--- config.mk ---
export PLATFORM = sky130hd
export DESIGN_NAME = rd_acc
export DESIGN_NICKNAME = d
export VERILOG_FILES = /design/src/rtl/rd_pkg.sv /design/src/rtl/rd_lane.sv /design/src/rtl/rd_acc.sv
export SDC_FILE = /design/constraint.sdc
export NUM_CORES = 1
export LEC_CHECK = 0
export ABC_AREA = 0
export CORE_UTILIZATION = 52
export DETAILED_ROUTE_END_ITERATION = 10
export HOLD_SLACK_MARGIN = 0.15
export PLACE_DENSITY = 0.79
export SLEW_MARGIN = 40
export SYNTH_ARGS = -nofsm -noshare
export SYNTH_HDL_FRONTEND = slang
export SYNTH_SLANG_ARGS = --single-unit
--- constraint.sdc ---
create_clock -name clk -period 5.2 [get_ports clk]
set_input_delay 1.04 -clock clk [delete_from_list [all_inputs] [get_ports clk]]
set_output_delay 1.04 -clock clk [all_outputs]
set_load 0.01 [all_outputs]
--- src/rtl/rd_pkg.sv ---
// Shared reward defaults and signed saturation helpers
// for the traffic reward accumulator.
package rd_pkg;

    localparam int R_LOW_DEF  = 10;
    localparam int R_MID_DEF  = -1;
    localparam int R_HIGH_DEF = -10;

    typedef logic signed [63:0] wide_t;

    function automatic wide_t sat_clamp(input wide_t v, input int w);
        wide_t hi;
        wide_t lo;
        hi = (wide_t'(1) <<< (w - 1)) - wide_t'(1);
        lo = -hi - wide_t'(1);
        if (v > hi) begin
            return hi;
        end else if (v < lo) begin
            return lo;
        end
        return v;
    endfunction

endpackage

--- src/rtl/rd_lane.sv ---
// Single-lane level classifier: maps a queue level to
// its low / mid / high reward.
module rd_lane #(
    parameter int L_WIDTH = 4,
    parameter int R_WIDTH = 16
) (
    input  logic [L_WIDTH-1:0]        lvl_i,
    input  logic [L_WIDTH-1:0]        th_low_i,
    input  logic [L_WIDTH-1:0]        th_high_i,
    input  logic signed [R_WIDTH-1:0] r_low_i,
    input  logic signed [R_WIDTH-1:0] r_mid_i,
    input  logic signed [R_WIDTH-1:0] r_high_i,
    output logic signed [R_WIDTH-1:0] rew_o
);

    logic is_low;
    logic is_high;

    // low check wins when the thresholds overlap
    assign is_low  = lvl_i <= th_low_i;
    assign is_high = !is_low && (lvl_i >= th_high_i);

    always_comb begin
        rew_o = r_mid_i;
        unique case (1'b1)
            is_low:  rew_o = r_low_i;
            is_high: rew_o = r_high_i;
            default: rew_o = r_mid_i;
        endcase
    end

endmodule

--- src/rtl/rd_acc.sv ---
// Two-stage lane reward pipeline with saturating
// per-episode accumulation on the output handshake.
module rd_acc
    import rd_pkg::*;
#(
    parameter int N_LANES = 4,
    parameter int L_WIDTH = 4,
    parameter int R_WIDTH = 16,
    parameter int A_WIDTH = 24,
    parameter int E_WIDTH = 8
) (
    input  logic                         clk,
    input  logic                         rst,
    input  logic                         in_valid,
    output logic                         in_ready,
    input  logic [N_LANES*L_WIDTH-1:0]   L_flat,
    input  logic [L_WIDTH-1:0]           th_low,
    input  logic [L_WIDTH-1:0]           th_high,
    input  logic signed [R_WIDTH-1:0]    r_low,
    input  logic signed [R_WIDTH-1:0]    r_mid,
    input  logic signed [R_WIDTH-1:0]    r_high,
    input  logic [E_WIDTH-1:0]           ep_len,
    input  logic                         clr,
    output logic                         out_valid,
    input  logic                         out_ready,
    output logic signed [R_WIDTH-1:0]    R,
    output logic signed [A_WIDTH-1:0]    R_acc,
    output logic                         ep_done,
    output logic                         sat
);

    logic signed [R_WIDTH-1:0] lane_rew [N_LANES];
    logic signed [R_WIDTH-1:0] s1_rew_q [N_LANES];
    logic                      s1_valid_q;
    logic                      ov_q;
    logic signed [R_WIDTH-1:0] R_q;
    logic signed [A_WIDTH-1:0] R_acc_q;
    logic [E_WIDTH-1:0]        cnt_q;
    logic                      ep_done_q;
    logic                      sat_q;

    logic               s2_adv;
    logic               in_fire;
    logic               out_fire;
    wide_t              sum;
    wide_t              r_wide;
    logic               r_clip;
    wide_t              acc_sum;
    wide_t              acc_wide;
    logic               acc_clip;
    logic [E_WIDTH-1:0] ep_lim;
    logic               ep_last;

    for (genvar i = 0; i < N_LANES; i++) begin : g_lane
        rd_lane #(
            .L_WIDTH (L_WIDTH),
            .R_WIDTH (R_WIDTH)
        ) u_lane (
            .lvl_i     (L_flat[i*L_WIDTH +: L_WIDTH]),
            .th_low_i  (th_low),
            .th_high_i (th_high),
            .r_low_i   (r_low),
            .r_mid_i   (r_mid),
            .r_high_i  (r_high),
            .rew_o     (lane_rew[i])
        );
    end

    assign s2_adv   = !ov_q || out_ready;
    assign in_ready = !s1_valid_q || s2_adv;
    assign in_fire  = in_valid && in_ready;
    assign out_fire = ov_q && out_ready;

    always_comb begin
        sum = '0;
        for (int i = 0; i < N_LANES; i++) begin
            sum = sum + wide_t'(s1_rew_q[i]);
        end
        r_wide = sat_clamp(sum, R_WIDTH);
        r_clip = r_wide != sum;
    end

    // a zero counter marks the first step of a fresh episode
    always_comb begin
        ep_lim   = (ep_len == '0) ? E_WIDTH'(1) : ep_len;
        ep_last  = cnt_q >= (ep_lim - E_WIDTH'(1));
        acc_sum  = ((cnt_q == '0) ? wide_t'(0) : wide_t'(R_acc_q))
                 + wide_t'(R_q);
        acc_wide = sat_clamp(acc_sum, A_WIDTH);
        acc_clip = acc_wide != acc_sum;
    end

    always_ff @(posedge clk or negedge rst) begin
        if (!rst) begin
            s1_valid_q <= 1'b0;
            s1_rew_q   <= '{default: '0};
            ov_q       <= 1'b0;
            R_q        <= '0;
            R_acc_q    <= '0;
            cnt_q      <= '0;
            ep_done_q  <= 1'b0;
            sat_q      <= 1'b0;
        end else begin
            if (in_ready) s1_valid_q <= in_valid;
            if (in_fire) s1_rew_q <= lane_rew;
            if (s2_adv) ov_q <= s1_valid_q;
            if (s2_adv && s1_valid_q) R_q <= r_wide[R_WIDTH-1:0];
            ep_done_q <= out_fire && !clr && ep_last;
            if (clr) begin
                R_acc_q <= '0;
                cnt_q   <= '0;
                sat_q   <= 1'b0;
            end else begin
                if (out_fire) begin
                    R_acc_q <= acc_wide[A_WIDTH-1:0];
                    cnt_q   <= ep_last ? '0 : cnt_q + E_WIDTH'(1);
                end
                if ((s2_adv && s1_valid_q && r_clip) || (out_fire && acc_clip))
                    sat_q <= 1'b1;
            end
        end
    end

    assign out_valid = ov_q;
    assign R         = R_q;
    assign R_acc     = R_acc_q;
    assign ep_done   = ep_done_q;
    assign sat       = sat_q;

endmodule

==> impl_metrics.json <==
{
  "die_x_um": 141,
  "cts.sinks": 116,
  "die-area_sq_um": 19800,
  "critPathTopFamily": "buffers and inverters",
  "synth_nets": 1384,
  "cap_viol_max_count": 0,
  "synth_seq_cells": 116,
  "setup.worst_path.end": "R_acc[20]",
  "power_frac_seq": 0.214,
  "ir_worst_vdd_uv": 397,
  "start_util": 0.532,
  "grt_overflow_total": 0,
  "nets": 1541,
  "multi_input_area_sq_um": 6810,
  "timing_hold_violations_final": 0,
  "reg2reg_to": "R_acc[20]",
  "antenna_cells": 0,
  "dp_hpwl_um": 18500,
  "wl_per_cell_um": 16.5,
  "synth_fa_ha_area_frac": 0.193,
  "syn_to_final_growth_pct": 26.4,
  "hold_path_class": "flip-flop to flip-flop",
  "portBuffers": 128,
  "cp_max_fo": 8,
  "r2r_slack_ns": 0.10,
  "synth_top_family_by_area": "compound AO/OA/AOI/OAI gates",
  "crit_cells": 29,
  "firstDrtPassIters": 5,
  "relSlewSlack": 0.529,
  "cp.buffers_inverters": 18,
  "p_per_area_nw_per_um2": 503,
  "muxShareOfSynthArea": 0.0642,
  "synth.distinct_cells": 71,
  "ctsLongestPathBuffers": 2,
  "crit_slowest_cell": "dfrtp_1",
  "start_kind": "flip-flop",
  "ff2ff_path_depth": 29,
  "drt_iter0_drc": 672,
  "max_stage_delay_ns": 0.38,
  "p_clk_frac": 0.183,
  "hold_buffers": 0,
  "yosys_warnings": 0,
  "htree_num_levels": 4,
  "drc": 0,
  "grt_max_degree": 129,
  "seqCellArea_sq_um": 2900,
  "cts_buffers": 17,
  "grt_pass1_vias": 8634,
  "cts_root_buf": "clkbuf_16",
  "final_common_cell": "nand2_1",
  "switchingPower_uw": 2770,
  "total_leakage_power_uw": 0.00597,
  "power.internal_uw": 3580,
  "power_frac_comb": 0.603,
  "skew_ns": 0.00825,
  "swShare": 0.436,
  "r2r_start": "cnt_q[6]",
  "synth_simple_gate_area_frac": 0.169,
  "syn_area_sq_um": 9980,
  "drtAntennaViolNets": 0,
  "synth_edf_count": 0,
  "holdWs_ns": 0.479,
  "period_share": 0.981,
  "vias_per_cell": 5.78,
  "crit_start": "cnt_q[6]",
  "wl_um": 25900,
  "ys_async_sr_fraction": 1.00,
  "min_period_ns": 5.10,
  "vias": 9105,
  "rows": 50,
  "syn_avg_cell_area_sq_um": 8.53,
  "setup_viol": 0,
  "tightest_slew_ns": 0.705,
  "antenna_found_initial": 0,
  "p_total_uw": 6350,
  "layout_common_cells": "nand2_1, clkdlybuf4s50_1, dfrtp_1",
  "required_ns": 5.51,
  "status": "finished clean",
  "maxSlewViolCount": 0,
  "core_sq_um": 18800,
  "cpMostUsedCell": "buf_4",
  "gp_congestion": 0.890,
  "crit_type": "flip-flop to flip-flop",
  "final_layout_size_suffix_gt1_frac": 0.104,
  "grt_usage": 0.267,
  "ioPinCount": 129,
  "cts_tree": "built",
  "synth_xor_area_frac": 0.0297,
  "fmax_ghz": 0.196,
  "synth_compound_area_frac": 0.204,
  "path_clk_slew_ns": 0.06,
  "die_y_um": 141,
  "ys.flop_type": "dfrtp_1",
  "synthCells": 1171,
  "grt_pass1_wl_um": 41900,
  "yosysSeqAreaShare": 0.291,
  "clkLatencyLatePin_ns": 0.43,
  "worstSetupEndpointType": "flip-flop",
  "cp.arrival_ns": 5.41,
  "fillers": 1475
}
[Yosys cell counts (all sizes together), types with 2 or more instances]
cell / instances / area [sq um]
a22oi: 2 / 20.0
nor3b: 2 / 15.0
nand2: 131 / 492
inv: 76 / 285
nor4: 4 / 25.0
a21o: 30 / 225
xor2: 12 / 105
nor3: 12 / 60.1
or2: 4 / 25.0
a31oi: 13 / 103
o2bb2ai: 2 / 17.5
nand3: 15 / 75.1
or3: 4 / 25.0
nor2b: 8 / 57.6
and2: 30 / 188
nand3b: 2 / 15.0
buf: 19 / 93.8
o21ai: 128 / 652
o21a: 3 / 22.5
a311o: 3 / 30.0
dfrtp: 116 / 2900
mux2i: 64 / 641
and3: 8 / 50.1
nand2b: 19 / 119
fa: 43 / 861
nor2: 115 / 432
xnor2: 21 / 191
a41o: 5 / 50.1
a2111oi: 3 / 32.5
o2111ai: 3 / 32.5
a221o: 2 / 20.0
clkbuf: 29 / 110
a211oi: 6 / 45.0
o211ai: 2 / 15.0
nand4b: 4 / 35.0
ha: 85 / 1060
nor4b: 3 / 26.3
o21bai: 2 / 15.0
a21oi: 119 / 626
o22ai: 3 / 18.8
nand4: 4 / 25.0
[timing repair]
action,in CTS,in global routing
pin swaps,0,20
endpoints found under the setup margin,23,24
buffers inserted,17,4
gates resized for setup,6,34
[worst min-delay path by stage]
| stage | start | endpoint | slack, ns | cells past startpoint |
|---|---|---|---|---|
| finish | s1_rew_q[58] | s1_rew_q[58] | 0.48 | 2 |
| global route | s1_rew_q[58] | s1_rew_q[58] | 0.50 | 2 |
| CTS | s1_rew_q[38] | s1_rew_q[38] | 0.48 | 2 |
| detailed placement | s1_rew_q[38] | s1_rew_q[38] | 0.47 | 2 |
| global placement | s1_rew_q[19] | s1_rew_q[19] | 0.46 | 2 |
| floorplan | s1_rew_q[10] | s1_rew_q[10] | 0.45 | 2 |
[power groups by stage]
stage	Clock [uW]	Combinational (uW)	Sequential, uW
after global routing	1220	4240	1390
final	1160	3830	1360
after floorplan	0	2560	1350
after global placement	0	3500	1340
after detailed placement	0	3600	1350
after CTS	1170	3690	1340
[tightest hold or removal path, stage by stage, from the launching register on]
cell and delay [ns]:
dfrtp_1 0.34, nand2_1 0.05, o21ai_0 0.06
[final cells by class]
type / instances / area share
Clock buffer: 23 / 0.0379
Clock inverter: 9 / 0.00813
Inverter: 76 / 0.0226
Multi-Input combinational cell: 931 / 0.540
Sequential cell: 116 / 0.230
Tap cell: 234 / 0.0232
Timing Repair Buffer: 186 / 0.138
[metrics by stage]
step                TNS [ns]   util  cell area (sq um)  setup slack, ns  instances
global route           -1.29  0.672              12600          -0.0781       1575
CTS                        0  0.661              12400          0.00677       1570
detailed placement     -2.79  0.622              11700           -0.165       1521
global placement           0  0.620              11600            0.115       1521
floorplan                  0      -               9980            0.188       1171
finish                     0  0.672              12600            0.101       1575
[kinds of logic (layout without fill, tap and decap cells)]
logic type / after synthesis / in the layout
xor+xnor: 33 / 33
compound gates: 338 / 338
buf+inv: 124 / 294
mux: 64 / 64
fa+ha+maj: 128 / 128
flops: 116 / 116
simple gates: 368 / 368
[state kept, by name, summed over array words and instances (netlist names)]
name,count
sat,1
s1_rew_q,64
s1_valid_q,1
R,16
out_valid,1
cnt_q,8
ep_done,1
R_acc,24
[metal layers]
layer / part of all wire / track usage / routed length [um] / vias to the layer above
li1: - / - / - / 4415
met1: 0.45 / 0.353 / 11600 / 4288
met2: 0.47 / 0.443 / 12200 / 351
met3: 0.060 / 0.0513 / 1560 / 51
met4: 0.021 / 0.0818 / 540 / 0
met5: 0 / 0 / 0 / -
No activity file was read; power rests on OpenSTA's default activity.
